==> src/rtl/decode_sequencer_if.sv <==
// Handshake bundle between fetch bus, decode_sequencer and the instruction decoder.
// Ports: fetch_valid/fetch_data/fetch_ready (fetch beats in), inst_valid/inst/inst_pc/inst_ready (instructions out).
// master = the sequencer side; slave = the surrounding fetch unit and decoder.
interface decode_sequencer_if #(
  parameter int BUS_DATA_WIDTH = 64,
  parameter int INST_WIDTH     = 32,
  parameter int ADDR_WIDTH     = 64
);
  logic                      fetch_valid;
  logic [BUS_DATA_WIDTH-1:0] fetch_data;
  logic                      fetch_ready;
  logic                      inst_valid;
  logic [INST_WIDTH-1:0]     inst;
  logic [ADDR_WIDTH-1:0]     inst_pc;
  logic                      inst_ready;

  modport master (
    input  fetch_valid, fetch_data, inst_ready,
    output fetch_ready, inst_valid, inst, inst_pc
  );

  modport slave (
    output fetch_valid, fetch_data, inst_ready,
    input  fetch_ready, inst_valid, inst, inst_pc
  );
endinterface

==> src/rtl/decode_sequencer.sv <==
// Splits 64-bit fetch beats into two 32-bit instructions presented in program order with their PC.
// Latency: beat accepted at edge N -> inst_valid in cycle N+1; 2 instructions per 3 cycles unstalled.
// Backpressure: inst held stable while inst_ready=0; fetch_ready only asserted once both halves are consumed.
// Ports: clk, reset (sync, active-high), start/entry_pc (begin sequencing), bus (decode_sequencer_if.master),
//        halted (zero instruction seen, terminal until reset), inst_count (saturating count of handed-off instructions).
module decode_sequencer #(
  parameter int BUS_DATA_WIDTH = 64,
  parameter int INST_WIDTH     = 32,
  parameter int ADDR_WIDTH     = 64,
  parameter int COUNT_WIDTH    = 32
) (
  input  logic                   clk,
  input  logic                   reset,
  input  logic                   start,
  input  logic [ADDR_WIDTH-1:0]  entry_pc,
  decode_sequencer_if.master     bus,
  output logic                   halted,
  output logic [COUNT_WIDTH-1:0] inst_count
);

  typedef enum logic [2:0] {
    IDLE  = 3'd0,
    FETCH = 3'd1,
    LOW   = 3'd2,
    HIGH  = 3'd3,
    HALT  = 3'd4
  } state_t;

  localparam logic [ADDR_WIDTH-1:0] INST_BYTES = ADDR_WIDTH'(INST_WIDTH / 8);

  state_t                state;
  logic [ADDR_WIDTH-1:0] pc;
  logic                  skip_low;
  // Only the upper half of a beat needs holding: the lower half is loaded
  // straight into the output register when the beat is accepted.
  logic [INST_WIDTH-1:0] hi_buf;

  logic                  fetch_ready_r;
  logic                  inst_valid_r;
  logic [INST_WIDTH-1:0] inst_r;
  logic [ADDR_WIDTH-1:0] inst_pc_r;

  logic [INST_WIDTH-1:0]  lo_word;
  logic [INST_WIDTH-1:0]  hi_word;
  logic [ADDR_WIDTH-1:0]  pc_next;
  logic [COUNT_WIDTH-1:0] count_next;

  assign lo_word    = bus.fetch_data[INST_WIDTH-1:0];
  assign hi_word    = bus.fetch_data[BUS_DATA_WIDTH-1:INST_WIDTH];
  assign pc_next    = pc + INST_BYTES;
  assign count_next = (inst_count == '1) ? inst_count : inst_count + COUNT_WIDTH'(1);

  assign bus.fetch_ready = fetch_ready_r;
  assign bus.inst_valid  = inst_valid_r;
  assign bus.inst        = inst_r;
  assign bus.inst_pc     = inst_pc_r;

  // Every output is a register updated alongside the state transition that
  // changes it, so outputs never depend combinationally on inputs.
  always_ff @(posedge clk) begin
    if (reset) begin
      state         <= IDLE;
      pc            <= '0;
      skip_low      <= 1'b0;
      hi_buf        <= '0;
      fetch_ready_r <= 1'b0;
      inst_valid_r  <= 1'b0;
      inst_r        <= '0;
      inst_pc_r     <= '0;
      halted        <= 1'b0;
      inst_count    <= '0;
    end else begin
      case (state)
        IDLE: begin
          if (start) begin
            pc            <= entry_pc;
            // An entry PC in the upper half of a beat means the lower half
            // of the first beat precedes the entry point and is dropped.
            skip_low      <= entry_pc[2];
            state         <= FETCH;
            fetch_ready_r <= 1'b1;
          end
        end

        FETCH: begin
          if (bus.fetch_valid) begin
            hi_buf        <= hi_word;
            fetch_ready_r <= 1'b0;
            skip_low      <= 1'b0;
            if (skip_low) begin
              if (hi_word == '0) begin
                state  <= HALT;
                halted <= 1'b1;
              end else begin
                state        <= HIGH;
                inst_valid_r <= 1'b1;
                inst_r       <= hi_word;
                inst_pc_r    <= pc;
              end
            end else if (lo_word == '0) begin
              state  <= HALT;
              halted <= 1'b1;
            end else begin
              state        <= LOW;
              inst_valid_r <= 1'b1;
              inst_r       <= lo_word;
              inst_pc_r    <= pc;
            end
          end
        end

        LOW: begin
          if (bus.inst_ready) begin
            pc         <= pc_next;
            inst_count <= count_next;
            if (hi_buf == '0) begin
              state        <= HALT;
              halted       <= 1'b1;
              inst_valid_r <= 1'b0;
              inst_r       <= '0;
              inst_pc_r    <= '0;
            end else begin
              state     <= HIGH;
              inst_r    <= hi_buf;
              inst_pc_r <= pc_next;
            end
          end
        end

        HIGH: begin
          if (bus.inst_ready) begin
            pc            <= pc_next;
            inst_count    <= count_next;
            state         <= FETCH;
            inst_valid_r  <= 1'b0;
            inst_r        <= '0;
            inst_pc_r     <= '0;
            fetch_ready_r <= 1'b1;
          end
        end

        HALT: begin
          state <= HALT;
        end

        default: begin
          state <= IDLE;
        end
      endcase
    end
  end

endmodule

==> src/flat_wrapper.sv <==
// flat-port wrapper written by rule: the top's interface ports become plain ports
module decode_sequencer_flat 
#(
  parameter int BUS_DATA_WIDTH = 64,
  parameter int INST_WIDTH     = 32,
  parameter int ADDR_WIDTH     = 64,
  parameter int COUNT_WIDTH    = 32
)
  (clk, reset, start, entry_pc, halted, inst_count, bus_fetch_valid, bus_fetch_data, bus_inst_ready, bus_fetch_ready, bus_inst_valid, bus_inst, bus_inst_pc);
  decode_sequencer_if #(.BUS_DATA_WIDTH(BUS_DATA_WIDTH), .INST_WIDTH(INST_WIDTH), .ADDR_WIDTH(ADDR_WIDTH)) bus_i ();
  input  logic clk;
  input  logic reset;
  input  logic start;
  input  logic [ADDR_WIDTH-1:0] entry_pc;
  output logic halted;
  output logic [COUNT_WIDTH-1:0] inst_count;
  input wire logic [$bits(bus_i.fetch_valid)-1:0] bus_fetch_valid;
  input wire logic [$bits(bus_i.fetch_data)-1:0] bus_fetch_data;
  input wire logic [$bits(bus_i.inst_ready)-1:0] bus_inst_ready;
  output wire logic [$bits(bus_i.fetch_ready)-1:0] bus_fetch_ready;
  output wire logic [$bits(bus_i.inst_valid)-1:0] bus_inst_valid;
  output wire logic [$bits(bus_i.inst)-1:0] bus_inst;
  output wire logic [$bits(bus_i.inst_pc)-1:0] bus_inst_pc;
  assign bus_i.fetch_valid = bus_fetch_valid;
  assign bus_i.fetch_data = bus_fetch_data;
  assign bus_i.inst_ready = bus_inst_ready;
  assign bus_fetch_ready = bus_i.fetch_ready;
  assign bus_inst_valid = bus_i.inst_valid;
  assign bus_inst = bus_i.inst;
  assign bus_inst_pc = bus_i.inst_pc;
  decode_sequencer #(.BUS_DATA_WIDTH(BUS_DATA_WIDTH), .INST_WIDTH(INST_WIDTH), .ADDR_WIDTH(ADDR_WIDTH), .COUNT_WIDTH(COUNT_WIDTH)) u_core (.clk(clk), .reset(reset), .start(start), .entry_pc(entry_pc), .bus(bus_i), .halted(halted), .inst_count(inst_count));
endmodule
==> config.mk <==
export PLATFORM = sky130hd
export DESIGN_NAME = decode_sequencer_flat
export DESIGN_NICKNAME = d
export VERILOG_FILES = /design/src/rtl/decode_sequencer_if.sv /design/src/rtl/decode_sequencer.sv /design/src/flat_wrapper.sv
export SDC_FILE = /design/constraint.sdc
export NUM_CORES = 1
export LEC_CHECK = 0
export CAP_MARGIN = 20
export CORE_ASPECT_RATIO = 0.6
export CORE_MARGIN = 1
export CORE_UTILIZATION = 45
export CTS_CLUSTER_DIAMETER = 50
export DETAILED_ROUTE_END_ITERATION = 10
export HOLD_SLACK_MARGIN = 0.08
export PLACE_DENSITY = 0.81
export REMOVE_ABC_BUFFERS = 1
export SYNTH_ARGS = -nofsm -noshare
export SYNTH_HDL_FRONTEND = slang
export SYNTH_SLANG_ARGS = --single-unit
==> constraint.sdc <==
create_clock -name clk -period 3.07 [get_ports clk]
set_clock_uncertainty 0.05 [all_clocks]
set_input_delay 0.307 -clock clk [delete_from_list [all_inputs] [get_ports clk]]
set_output_delay 0.307 -clock clk [all_outputs]
set_load 0.02 [all_outputs]
Word level (Yosys, flattened, before mapping)

Cells that the tools add are included.

Register bits after elaboration: 231
Latch bits: 0
RAM bits: 0
Memory bits (read-only): 0
Input port bits: 133
Output and inout bits: 131
Word-level logic and storage cells: 96
Memories: 0

$add $sub $neg: 2
Multiply operators: 0
Divide/modulo/power cells: 0
Order comparisons: 0
Eq/ne operators: 15
Shifts and indexed selects: 0
Mux-type cells: 49
Bitwise logic cells: 1
Reductions and logical operators: 19

Operators with widths:

| cell                                                             | count |
|---|---|
| 64-bit 2-to-1 mux                                                | 9 |
| 32-bit 2-to-1 mux                                                | 7 |
| 64-bit case mux with 3 select lines                              | 1 |
| 64-bit case mux with 2 select lines                              | 1 |
| 32-bit zero test                                                 | 3 |
| 32-bit case mux with 3 select lines                              | 1 |
| 64-bit by 3-bit adder with 64-bit output (second input constant) | 1 |
| 32-bit by 1-bit adder with 32-bit output (second input constant) | 1 |
| 32-bit == test (second input constant)                           | 1 |
| 3-bit 2-to-1 mux                                                 | 8 |
| 1-bit 2-to-1 mux                                                 | 17 |
| 3-bit case mux with 5 select lines                               | 1 |
| 6-bit AND reduction                                              | 2 |
| 3-bit AND reduction                                              | 3 |
| 2-bit != test (second input constant)                            | 4 |
| 4-bit AND reduction                                              | 2 |
| 7-bit AND reduction                                              | 1 |
| 3-bit by 2-bit == test with 1-bit output (second input constant) | 2 |
| 3-bit != test (second input constant)                            | 2 |
| 1-bit case mux with 3 select lines                               | 2 |
| 2-bit nonzero test                                               | 3 |
| 3-bit nonzero test                                               | 2 |
| 2-bit by 1-bit != test with 1-bit output (second input constant) | 2 |
| 1-bit case mux with 2 select lines                               | 2 |
| 8 further kinds                                                  | 8 |

Depth between registers and ports, before layout

Depth after elaboration: 5
Depth in mapped cells: 11
Depth with buffers taken out: 8

Worst setup path before layout

No wires, ideal clock.

Path type: register -> register
From: register u_core.pc[12]
To: register u_core.inst_pc_r[48], in the netlist u_core.bus.inst_pc[48]
Library setup time: 0.079 ns
Data arrival time: 2.447 ns
Required time: 2.941 ns
Setup slack: 0.494 ns
Cell stages (with the launch flop): 10
Buffers on the path: 2
Period minus slack after synthesis: 2.576 ns
Cells stage by stage: dfxtp_1 -> buf_2 -> nand4_1 -> or4_4 -> or4_1 -> buf_2 -> nor4_4 -> nor3b_2 -> a21oi_1 -> a211oi_2

Cells in the longest elaborated chain, start to end: 4

RTL lines:

| what                                     | line                    | source |
|---|---|---|
| start, declared                          | decode_sequencer.sv:32  | `logic [ADDR_WIDTH-1:0] pc;` |
| start signal, assigned                   | decode_sequencer.sv:76  | `pc <= entry_pc;` |
| start signal, assigned                   | decode_sequencer.sv:114 | `pc <= pc_next;` |
| start signal, assigned                   | decode_sequencer.sv:132 | `pc <= pc_next;` |
| 64-bit by 3-bit adder with 64-bit output | decode_sequencer.sv:50  | `assign pc_next = pc + INST_BYTES;` |
| 64-bit 2-to-1 mux                        | decode_sequencer.sv:116 | `if (hi_buf == '0) begin` |
| 64-bit 2-to-1 mux                        | decode_sequencer.sv:113 | `if (bus.inst_ready) begin` |
| 64-bit case mux with 3 select lines      | decode_sequencer.sv:73  | `case (state)` |
| end signal, assigned                     | decode_sequencer.sv:98  | `inst_pc_r <= pc;` |
| end signal, assigned                     | decode_sequencer.sv:107 | `inst_pc_r <= pc;` |
| end signal, assigned                     | decode_sequencer.sv:125 | `inst_pc_r <= pc_next;` |
| end, declared                            | decode_sequencer.sv:41  | `logic [ADDR_WIDTH-1:0] inst_pc_r;` |

No other way between the ends. The select of a mux whose other input is x is not followed.
A chain may end at the register's enable or synchronous reset.

Worst setup path in the final report

From: register u_core.pc[3]
To: register u_core.inst_pc_r[52], in the netlist u_core.bus.inst_pc[52]

Same word-level chain as after synthesis.

==> results.json <==
{
  "final.setup.tns_ns": 0,
  "io_pins": 264,
  "period_share_pct": 95.8,
  "synth_top_flop_cell": "dfxtp_1",
  "multi_input_area_um2": 7310,
  "combPwrFrac_pct": 41.2,
  "critical_path_arrival_ns": 3.33,
  "hold_start": "reset",
  "critPathKind": "reg -> reg",
  "grt_pass1_vias": 12763,
  "dpl_worst_slack_ns": 0.179,
  "die_h_um": 131,
  "relSlewSlack_pct": 35.7,
  "crit_path_end_kind": "flip-flop",
  "fill_cells": 2419,
  "p_clk_share_pct": 23.9,
  "layout.cells.non_filler": 2263,
  "crit_start": "u_core.pc[3]",
  "ant_nets": 0,
  "syn-cell-area_um2": 12500,
  "p_seq_share_pct": 34.9,
  "pwr_density_cell_nw_per_um2": 804,
  "core-area_um2": 26900,
  "finalPower_mw": 13.1,
  "vias": 13824,
  "root_buffer": "clkbuf_16",
  "synth_edf_count": 0,
  "worst_slew_pin_slew_ns": 0.965,
  "clkTransAtPathRegs_ns": 0.07,
  "avgSynthCellArea_um2": 7.34,
  "worstPathMaxFanout": 7,
  "vias_per_cell": 6.11,
  "cts_setup_buffers": 0,
  "p_leak_nw": 5.41,
  "layout_setup_ws_ns": 0.130,
  "finalHoldViolCount": 0,
  "switching_power_mw": 5.29,
  "numCtsBuffers": 24,
  "detail_route.wl_per_cell_um": 18.9,
  "period_minus_slack_ns": 2.94,
  "fmax_ghz": 0.340,
  "slew_violations": 0,
  "yosysSeqAreaShare_pct": 37.0,
  "syn2layout_area_growth_pct": 30.7,
  "required_ns": 3.46,
  "fin_nets": 2022,
  "gp_congestion": 0.995,
  "critical_path.max_stage_delay_ns": 0.72,
  "drt-pass1-iter-count": 6,
  "p_int_mw": 7.85,
  "drive_above_1_share_pct": 5.94,
  "grtUsageTotal_pct": 29.2,
  "cts_tree": "done",
  "drt_iter0_drc": 1795,
  "placementRows": 46,
  "wl_mm": 42.8,
  "synth_warnings": 0,
  "finalSetupViolations": 0,
  "htreeDepth": 1,
  "ff_latch_area_um2": 4630,
  "grt_max_degree": 187,
  "drcViolationCount": 0,
  "max_cap_violations": 0,
  "grt_antenna_before_repair": 1,
  "fp.dieW_um": 217,
  "cpMaxStageDelayCell": "or4_1",
  "gr-total-overflow": 0,
  "cts_buffer_depth": 3,
  "switching_share_pct": 40.2,
  "initial_core_util_pct": 46.5,
  "insertion_delay_ns": 0.54,
  "status": "finished, final reports clean",
  "async_reset_ff_share_pct": 0,
  "ir_drop_v": 0.000469,
  "io_buffers": 263,
  "cts_sinks": 231,
  "critical_path.cell_chain": "ha_1, nand2_1, or4_4, or4_1, nor4_4, nor3b_2, a21oi_1, a211oi_2",
  "r2r_start": "u_core.pc[3]",
  "die-area_um2": 28500,
  "grt_first_pass_wirelength_mm": 68.1,
  "ys_ff_latch": 231,
  "synthDistinctLibCells": 51,
  "grt_setup_unrepaired": "yes",
  "min_path_type": "in -> reg",
  "synthCells": 1704,
  "start_kind": "flip-flop",
  "dp.cells": 2221,
  "dpl.hpwl_mm": 29.3
}
[kinds of logic (layout without fill, tap and decap cells)]
family | after synthesis | after routing | synth area share, %
fa+ha+maj | 2 | 2 | 0.200
other cells | 0 | 1 | 0
flops | 231 | 231 | 37.0
buf+inv | 161 | 359 | 4.94
compound gates | 461 | 461 | 23.2
mux | 34 | 34 | 2.72
simple gates | 785 | 785 | 29.8
xor+xnor | 30 | 30 | 2.10
[synth_stat cells, drive strengths merged, types with 2 or more instances]
master | number | area [µm²]
inv | 8 | 30.0
nand3 | 48 | 240
or4 | 10 | 78.8
nor4b | 4 | 35.0
a21o | 4 | 30.0
o31ai | 28 | 210
dfxtp | 231 | 4620
a211oi | 69 | 528
or2 | 2 | 12.5
and3 | 23 | 144
a22o | 17 | 149
nand2b | 11 | 68.8
buf | 21 | 92.6
nor2 | 293 | 1100
xnor2 | 13 | 114
o211a | 3 | 30.0
mux2i | 34 | 340
and2 | 10 | 62.6
nor3b | 11 | 92.6
nand4 | 45 | 288
nor3 | 48 | 240
o21ai | 117 | 586
clkbuf | 132 | 495
xor2 | 17 | 149
o211ai | 2 | 15.0
nand3b | 9 | 67.6
a31o | 2 | 17.5
or3 | 16 | 100
ha | 2 | 25.0
nor4 | 49 | 355
nor2b | 4 | 25.0
and4 | 11 | 96.3
nand2 | 190 | 713
a21oi | 136 | 681
a22oi | 49 | 368
a311oi | 27 | 236
[registers in the layout (all words and copies together), names as in the netlist]
name,count
u_core.bus.inst_valid,1
u_core.bus.fetch_ready,1
u_core.bus.inst,32
u_core.halted,1
u_core.inst_count,32
u_core.state,3
u_core.pc,64
u_core.skip_low,1
u_core.hi_buf,32
u_core.bus.inst_pc,64
[critical path, delay by kind of cell (launching register included)]
kind / cells / cell delay (ns)
compound gates: 2 / 0.31
fa+ha+maj: 1 / 0.29
flops: 1 / 0.44
simple gates: 5 / 1.76
[through the flow]
stage | utilization, % | hold WS (ns) | instance area (µm²)
3_5_place_dp | 57.6 | 0.402 | 15500
3_3_place_gp | 57.6 | 0.390 | 15500
4_1_cts | 60.7 | 0.124 | 16300
6_report | 60.8 | 0.115 | 16300
5_1_grt | 60.8 | 0.145 | 16300
2_1_floorplan | - | 0.322 | 11900
[layout by cell type, fill, tap and decap left out, types with 3 or more instances in the layout]
cell,instances
o211a_1,3
o21ai_0,117
nor3b_1,9
xnor2_1,13
a21oi_1,136
clkbuf_8,6
clkbuf_16,25
nor4b_1,4
a21o_1,4
clkbuf_1,3
or4_1,9
dfxtp_1,229
nor2b_1,3
and3_1,23
clkinv_2,3
nor4_1,41
nand2_1,188
and4_1,11
mux2i_1,34
nand2b_1,10
buf_4,39
inv_1,8
bufinv_16,3
a211oi_1,67
o31ai_1,28
a311oi_1,27
nand4_1,44
nor4_2,6
buf_12,8
xor2_1,17
nor3_1,47
clkdlybuf4s50_1,262
nor2_1,293
or3_1,16
a22oi_1,49
and2_1,9
nand3b_1,9
nand3_1,48
a22o_1,17
[worst paths after layout]
path | endpoint | slack [ns] | cells past startpoint
setup / recovery | u_core.bus.inst_pc[52] | 0.13 | 8
hold / removal | u_core.pc[14] | 0.11 | 2
setup reg to reg | u_core.bus.inst_pc[52] | 0.13 | 8
hold reg to reg | u_core.pc[1] | 0.42 | 2
[area by class of cell]
| class | count | area share [%] |
|---|---|---|
| well taps | 360 | 2.76 |
| repair buffers | 310 | 18.9 |
| multi-input cells | 1312 | 44.7 |
| clock inverters | 7 | 0.697 |
| flip-flops and latches | 231 | 28.3 |
| clock buffers | 34 | 4.40 |
| inverters | 8 | 0.184 |
| diodes | 1 | 0.0153 |
[timing repair]
item	CTS	global route
hold buffers	0	0
gates resized for setup	0	4
setup endpoints to repair	0	6
hold endpoints to repair	0	0
[metal layers]
layer / part of all wire, % / vias up / routed length (µm) / global-route usage, %
li1: - / 6530 / - / -
met1: 45 / 6497 / 19100 / 41.8
met2: 42 / 732 / 18100 / 42.7
met3: 11 / 65 / 4680 / 8.43
met4: 2.1 / 0 / 915 / 6.89
met5: 0 / - / 0 / 0
[power by group through the flow]
stage,Sequential [mW],Combinational [mW],Clock [mW]
4_1_cts,4.54,5.38,3.18
3_3_place_gp,4.57,5.19,0
3_5_place_dp,4.59,5.35,0
2_1_floorplan,4.96,2.86,0
5_1_grt,4.67,5.94,3.30
6_report,4.58,5.41,3.14
(Power assumes the default switching activity.)
